### src/rtl/pic16f84_pkg.sv
// rtl/pic16f84_pkg.sv - shared PIC16F84 constants and helpers
package pic16f84_pkg;

  // File-register address of PORTB
  localparam logic [7:0] PORTB_ADDR = 8'h06;

  // INTCON bit indices
  localparam int INTCON_INTF = 1;
  localparam int INTCON_RBIF = 0;

  // OPTION bit index
  localparam int OPTION_INTEDG = 6;

  // RB0/INT edge qualifier: rising when sel_rise = 1, falling otherwise
  function automatic logic rb0_edge(input logic cur, input logic prev, input logic sel_rise);
    return sel_rise ? (cur & ~prev) : (~cur & prev);
  endfunction

endpackage

### src/rtl/sync_cell.sv
// rtl/sync_cell.sv - single-bit multi-flop synchronizer
module sync_cell #(
  parameter int STAGES = 2
) (
  input  logic clk,
  input  logic reset,
  input  logic d,
  output logic q
);

  logic [STAGES-1:0] chain;

  // shift the asynchronous level through the flop chain
  always_ff @(posedge clk or posedge reset) begin
    if (reset) chain <= '0;
    else       chain <= {chain[STAGES-2:0], d};
  end

  assign q = chain[STAGES-1];

endmodule

### src/rtl/port_b_input_sampler.sv
// rtl/port_b_input_sampler.sv - Port B pin sampler with RB0/INT and RB7:RB4 change detection
module port_b_input_sampler
  import pic16f84_pkg::*;
#(
  parameter int SYNC_STAGES = 2
) (
  input  logic       clk,
  input  logic       reset,
  input  logic       rb0,
  input  logic       rb1,
  input  logic       rb2,
  input  logic       rb3,
  input  logic       rb4,
  input  logic       rb5,
  input  logic       rb6,
  input  logic       rb7,
  input  logic [7:0] trisb,
  input  logic       intedg,
  input  logic       rd_en,
  output logic [7:0] data_out,
  output logic       int_set,
  output logic       rbif_set,
  output logic       rb_mismatch
);

  localparam logic [2:0] WARM_MAX = 3'(SYNC_STAGES + 1);

  logic [7:0] pin_raw;
  logic [7:0] pin_s;
  logic [3:0] rb_latch;
  logic       rb0_prev;
  logic [2:0] warm_cnt;
  logic       warm;
  logic       mis_c;
  logic       mis_now;

  assign pin_raw = {rb7, rb6, rb5, rb4, rb3, rb2, rb1, rb0};

  for (genvar i = 0; i < 8; i++) begin : g_sync
    sync_cell #(.STAGES(SYNC_STAGES)) u_sync (
      .clk   (clk),
      .reset (reset),
      .d     (pin_raw[i]),
      .q     (pin_s[i])
    );
  end

  assign warm    = (warm_cnt == WARM_MAX);
  assign mis_c   = |((pin_s[7:4] ^ rb_latch) & trisb[7:4]);
  // a read in the same cycle wins over any pending change
  assign mis_now = mis_c & warm & ~rd_en;

  // warm-up counter: lets the synchronizers fill before edges are trusted
  always_ff @(posedge clk or posedge reset) begin
    if (reset)      warm_cnt <= '0;
    else if (!warm) warm_cnt <= warm_cnt + 3'd1;
  end

  // read path, change latch, edge history and interrupt requests
  always_ff @(posedge clk or posedge reset) begin
    if (reset) begin
      data_out    <= 8'h00;
      rb_latch    <= 4'h0;
      rb0_prev    <= 1'b0;
      rb_mismatch <= 1'b0;
      rbif_set    <= 1'b0;
      int_set     <= 1'b0;
    end else begin
      if (rd_en) data_out <= pin_s;
      if (!warm || rd_en) rb_latch <= pin_s[7:4];
      rb0_prev    <= pin_s[0];
      rb_mismatch <= mis_now;
      rbif_set    <= mis_now & ~rb_mismatch;
      int_set     <= warm & rb0_edge(pin_s[0], rb0_prev, intedg);
    end
  end

endmodule

### config.mk
export PLATFORM = sky130hd
export DESIGN_NAME = port_b_input_sampler
export DESIGN_NICKNAME = d
export VERILOG_FILES = /design/src/rtl/pic16f84_pkg.sv /design/src/rtl/sync_cell.sv /design/src/rtl/port_b_input_sampler.sv
export SDC_FILE = /design/constraint.sdc
export NUM_CORES = 1
export LEC_CHECK = 0
export BUFFER_PORTS_ARGS = -buffer_cell sky130_fd_sc_hd__buf_4
export CAP_MARGIN = 25
export CELL_PAD_IN_SITES_DETAIL_PLACEMENT = 1
export CELL_PAD_IN_SITES_GLOBAL_PLACEMENT = 1
export CORE_MARGIN = 4
export CORE_UTILIZATION = 25
export CTS_CLUSTER_SIZE = 16
export DETAILED_ROUTE_END_ITERATION = 8
export GPL_TIMING_DRIVEN = 0
export PLACE_DENSITY_LB_ADDON = 0.1
export SYNTH_ARGS = -nofsm -noshare
export SYNTH_HDL_FRONTEND = slang
export SYNTH_SLANG_ARGS = --single-unit
export TNS_END_PERCENT = 30
### constraint.sdc
create_clock -name clk -period 1.3 [get_ports clk]
set_input_delay 0.26 -clock clk [delete_from_list [all_inputs] [get_ports clk]]
set_output_delay 0.26 -clock clk [all_outputs]
set_load 0.05 [all_outputs]
==> flow_metrics.py, run 1 <==
metrics = {
    "yosys": {
        "ys_ff_latch": 35,
        "synth_fp_nets": 100,
        "yosysSeqAreaShare": 0.737,
        "avgSynthCellArea_um2": 15.2,
        "yosys.area.top_type": "dfrtp_1",
        "netlist_area_um2": 1190,
        "synth_top_family_by_area": "multiplexers",
        "ys_types": 18,
        "yosys.area_share.simple": 0.0611,
        "synth_mux_area_frac": 0.0937,
        "synth_area_leaders": "dfrtp_1 (74%), mux2_2 (8.5%), nand2_1 (4.1%)",
        "synth_xor_area_frac": 0.0368,
        "yosysTopAreaCellShare": 0.737,
        "synthArstFlopShare": 1.00,
        "synthCells": 78,
        "synthFlopType": "dfrtp_1",
        "synth_edf_count": 0,
        "ys.warnings.count": 0,
        "synth_adder_area_share": 0.0211,
        "synth_compound_area_frac": 0.0337,
    },
    "clock_tree": {
        "clockBufferDepth": 2,
        "postCtsSetupBuffers": 0,
        "cts_made_buffers": 5,
        "cts_tree": "yes",
        "clock_sink_count": 35,
        "h-tree-depth": 2,
        "clockRootBuffer": "clkbuf_8",
        "clk_pin_slew_ps": 60,
        "clkLatencyLatePin_ps": 270,
    },
    "die": {
        "dieArea_um2": 5920,
        "core-area_um2": 4470,
        "fp-row-count": 24,
        "die_width_um": 77.0,
        "start_util": 0.266,
        "io_pins": 31,
        "die_y_um": 77.0,
    },
    "worst_setup_path": {
        "worst-path-buf-inv": 0,
        "cp-end-kind": "flop",
        "start_kind": "flop",
        "cp_max_fo": 6,
        "path_delay_family": "adder cells",
        "worstSetupPathType": "flop to flop",
        "cp.arrival_ps": 1370,
        "path_cells": "ha_1 -> ha_4 -> mux2_2",
        "cp.required_ps": 1460,
        "cp_slowest_stage_delay_ps": 390,
        "slowest_stage": "dfrtp_1",
    },
    "placement": {
        "place_congestion": 0.639,
        "port_buffers": 25,
        "dp_hpwl_um": 1580,
        "post-place-cells": 156,
    },
    "sta": {
        "maxSlewHeadroom": 0.632,
        "drv_slew": 0,
        "rsz0062_at_grt": "no",
        "tightest_slew_ps": 551,
        "setup_violations": 0,
        "setup_tns_ps": 0,
        "period_needed_ps": 1210,
        "max_freq_mhz": 828,
        "fin_worst_skew_ps": 2.52,
        "timing.final.crit_share": 0.930,
        "hold_violations": 0,
    },
    "pwr": {
        "p_per_area_nw_per_um2": 1530,
        "total_power_mw": 2.44,
        "ir_drop_mv": 0.681,
        "p_leak_nw": 0.755,
    },
    "status": {
        "status": "completed",
    },
    "grt": {
        "grt_first_pass_wirelength_um": 3750,
        "grtUsageTotal": 0.0842,
        "grt_pass1_vias": 746,
        "grt_overflow": 0,
        "antenna_found_initial": 0,
        "grt_max_degree": 25,
    },
    "layout": {
        "drive_gt1_frac": 0.418,
        "antennaDiodeCount": 0,
        "fin_nets": 132,
        "final_cell_count_no_fill": 162,
        "syn_to_final_growth_pct": 33.7,
    },
    "worst_hold_path": {
        "hold_path_class": "primary input to asynchronous set/reset pin",
    },
    "drt": {
        "wire_per_inst_um": 13.0,
        "vias": 690,
        "dr.pass1.iters": 2,
        "drc_errors": 0,
        "drtIter0Drc": 8,
        "ant_nets": 0,
        "wirelength_um": 2110,
        "vias_per_cell": 4.26,
    },
    "job": {
        "drv_cap": 0,
    },
}
[stage by stage]
stage          utilization  hold WS (ps)  cell area (um2)  worst slack (ps)
2_1_floorplan            -           291             1190              44.2
6_report             0.355          35.2             1590              91.6
5_1_grt              0.355          67.5             1590              24.2
4_1_cts              0.352          50.3             1570              7.29
3_5_place_dp         0.328           336             1470              -121
3_3_place_gp         0.322           331             1440              -221
[power by group]
group | internal [mW] | switching [mW]
Combinational | 0.126 | 0.207
Sequential | 1.16 | 0.0371
Clock | 0.561 | 0.343
[state kept, by name, summed over array words and instances, names as in the netlist]
| signal | flops |
|---|---|
| rb0_prev | 1 |
| warm_cnt | 3 |
| int_set | 1 |
| g_sync.u_sync.chain | 16 |
| rbif_set | 1 |
| data_out | 8 |
| rb_mismatch | 1 |
| rb_latch | 4 |
[per-layer routing]
metal | global-route usage | wire length (um) | vias to the layer above
li1 | - | - | 318
met1 | 0.105 | 915 | 345
met2 | 0.120 | 988 | 21
met3 | 0.0363 | 159 | 6
met4 | 0.0489 | 43 | 0
met5 | 0 | 0 | -
[Yosys cell counts, types with 2 or more instances]
cell type,number
a22oi_1,2
nand2_1,13
mux2_2,9
ha_1,2
inv_1,2
xor2_1,4
dfrtp_1,35
[path summary, 6_finish.rpt]
path	slack [ps]	cells past startpoint	startpoint	to
max	90	3	warm_cnt[0]$_DFFE_PP0P_	warm_cnt[1]$_DFFE_PP0P_
min in group clk	90	1	rb6	g_sync[6].u_sync.chain[0]$_DFF_PP0_
max in group asynchronous	760	3	reset	g_sync[1].u_sync.chain[1]$_DFF_PP0_
min	40	2	reset	g_sync[0].u_sync.chain[0]$_DFF_PP0_
max reg2reg	90	3	warm_cnt[0]$_DFFE_PP0P_	warm_cnt[1]$_DFFE_PP0P_
min reg2reg	350	0	g_sync[3].u_sync.chain[0]$_DFF_PP0_	g_sync[3].u_sync.chain[1]$_DFF_PP0_
[what timing repair did]
action,in CTS,in global routing
hold buffers,0,0
gates resized for setup,3,2
setup endpoints to repair,7,5
[area by class of cell]
class                   count  area, um2
plain buffers               1       7.51
flip-flops and latches     35        876
clock buffers               6       72.6
repair buffers             26        215
clock inverters             1       30.0
multi-input cells          39        315
well taps                  52       65.1
fillers                   467       2890
inverters                   2       7.51
[cells by family after synthesis]
group,after synthesis
xor+xnor,5
fa+ha+maj,2
compound gates,5
buf+inv,4
mux,10
flops,35
simple gates,17
[placed cells by master (no fill, tap or decap), types with 2 or more instances in the layout]
master    netlist  layout
dfrtp_1        35      35
buf_4           1      26
nand2_1        13      13
mux2_2          9       9
clkbuf_8        0       5
xor2_1          4       4
a22oi_1         2       2
inv_1           2       2
Power figures use the tool's default switching activity.
==> inputs of run 2 (changes only) <==
==> constraint.sdc (replaced) <==
create_clock -name clk -period 1.3 [get_ports clk]
set_input_delay 0.065 -clock clk [delete_from_list [all_inputs] [get_ports clk]]
set_output_delay 0.065 -clock clk [all_outputs]
set_load 0.05 [all_outputs]
==> flow_metrics.py, run 2 (same netlist as run 1, synthesis figures left out) <==
metrics = {
    "layout": {
        "antennaDiodeCount": 0,
        "drive_gt1_frac": 0.387,
        "num-fill-cells": 459,
        "reg_top3": "g_sync.u_sync.chain (16), data_out (8), rb_latch (4)",
        "final_common_cell": "dfrtp_1",
        "fin_nets": 141,
        "fin_area_um2": 1680,
        "multi_input_area_um2": 315,
        "seqCellArea_um2": 876,
        "largest_reg_flops": 16,
        "top_register": "g_sync.u_sync.chain",
        "layout_common_cells": "dfrtp_1 (35), buf_4 (26), nand2_1 (13), mux2_2 (9), dlygate4sd3_1 (9)",
        "syn_to_final_growth_pct": 41.3,
    },
    "sta": {
        "maxSlewHeadroom": 0.631,
        "setup_violations": 0,
        "rsz0062_at_grt": "no",
        "period_needed_ps": 1210,
        "max_freq_mhz": 828,
        "drv_slew": 0,
        "hold_violations": 0,
        "setup_slack_ps": 91.6,
        "setup_tns_ps": 0,
        "tightest_slew_ps": 552,
        "timing.final.crit_share": 0.930,
        "fin_worst_skew_ps": 2.87,
    },
    "drt": {
        "drtIter0Drc": 8,
        "drc_errors": 0,
        "ant_nets": 0,
        "wire_per_inst_um": 12.8,
        "vias_per_cell": 4.23,
        "wirelength_um": 2180,
        "vias": 723,
        "dr.pass1.iters": 2,
    },
    "placement": {
        "port_buffers": 25,
        "dp_hpwl_um": 1580,
        "post-place-ws_ps": -121,
        "place_congestion": 0.639,
        "place_area_um2": 1470,
    },
    "worst_setup_path": {
        "start_kind": "flop",
        "cp_max_fo": 6,
        "cp.required_ps": 1460,
        "cp.arrival_ps": 1370,
        "cp-end-kind": "flop",
        "worstSetupPathType": "flop to flop",
    },
    "grt": {
        "grt_pass1_vias": 803,
        "grt_first_pass_wirelength_um": 3950,
        "grt_max_degree": 25,
        "antenna_found_initial": 0,
        "grtUsageTotal": 0.0879,
        "grt_overflow": 0,
    },
    "clock_tree": {
        "clockRootBuffer": "clkbuf_8",
        "h-tree-depth": 2,
        "cts_made_buffers": 5,
        "clkLatencyLatePin_ps": 270,
        "clockBufferDepth": 2,
        "cts_tree": "yes",
        "clock_sink_count": 35,
        "clk_pin_slew_ps": 60,
    },
    "die": {
        "dieArea_um2": 5920,
        "fp-row-count": 24,
        "io_pins": 31,
        "die_width_um": 77.0,
        "start_util": 0.266,
        "die_y_um": 77.0,
        "core-area_um2": 4470,
    },
    "pwr": {
        "p_sw_frac": 0.241,
        "clkPwrFrac": 0.368,
        "p_switching_uw": 592,
        "ir_drop_mv": 0.693,
        "power_frac_seq": 0.487,
        "power.internal_mw": 1.87,
        "power_frac_comb": 0.144,
        "p_leak_nw": 0.792,
        "p_per_area_nw_per_um2": 1460,
    },
    "status": {
        "status": "completed",
    },
    "worst_hold_path": {
        "hold_path_class": "primary input to flop",
    },
    "job": {
        "drv_cap": 0,
    },
}
==> run 2: cell count changes in the layout (fill, tap and decap cells not counted), sizes merged <==
cell and delta:
dlygate4sd3 +9
==> run 2: path summary, 6_finish.rpt <==
path / startpoint / endpoint / slack (ps) / depth (start not counted)
max: warm_cnt[0]$_DFFE_PP0P_ / warm_cnt[1]$_DFFE_PP0P_ / 90 / 3
min: intedg / int_set$_DFF_PP0_ / 70 / 4
max reg2reg: warm_cnt[0]$_DFFE_PP0P_ / warm_cnt[1]$_DFFE_PP0P_ / 90 / 3
min reg2reg: g_sync[3].u_sync.chain[0]$_DFF_PP0_ / g_sync[3].u_sync.chain[1]$_DFF_PP0_ / 350 / 0
max in group asynchronous: reset / g_sync[1].u_sync.chain[1]$_DFF_PP0_ / 390 / 4
min in group asynchronous: reset / g_sync[0].u_sync.chain[0]$_DFF_PP0_ / 400 / 3
==> run 2: per-layer routing <==
layer	up-vias	track usage	wire length, um
met5	-	0	0
met4	0	0.0489	43
met3	6	0.0363	147
met2	21	0.127	1040
met1	359	0.110	949
li1	337	-	-
==> run 2: critical path: stages, from the launching register on <==
cell and delay, ps:
dfrtp_1 390, ha_1 240, ha_4 200, mux2_2 270
==> run 2: cell type report <==
class                   count  share of cell area
multi-input cells          39               0.188
well taps                  52              0.0387
inverters                   2             0.00447
clock buffers               6              0.0432
plain buffers               1             0.00447
flip-flops and latches     35               0.522
clock inverters             1              0.0179
repair buffers             35               0.182
==> run 2: timing repair <==
action / CTS / global route
endpoints found under the hold margin: 19 / 0
setup endpoints to repair: 7 / 5
gates resized for setup: 3 / 2
hold buffers: 9 / 0
setup buffers: 0 / 0
pin swaps: 0 / 0
==> run 2: power by group through the flow <==
| stage | registers [mW] | logic [mW] | clock network (mW) |
|---|---|---|---|
| finish | 1.20 | 0.355 | 0.905 |
| floorplan | 1.33 | 0.0883 | 0 |
| detailed placement | 1.22 | 0.339 | 0 |
| global route | 1.21 | 0.385 | 1.00 |
| global placement | 1.22 | 0.320 | 0 |
| CTS | 1.20 | 0.362 | 0.946 |
==> run 2: stage by stage <==
stage,util,hold slack [ps],instances,power [mW]
4_1_cts,0.372,61.6,171,2.51
2_1_floorplan,-,96.4,78,1.42
3_3_place_gp,0.322,175,155,1.54
3_5_place_dp,0.328,163,156,1.56
6_report,0.375,67.8,171,2.46
5_1_grt,0.375,102,171,2.59
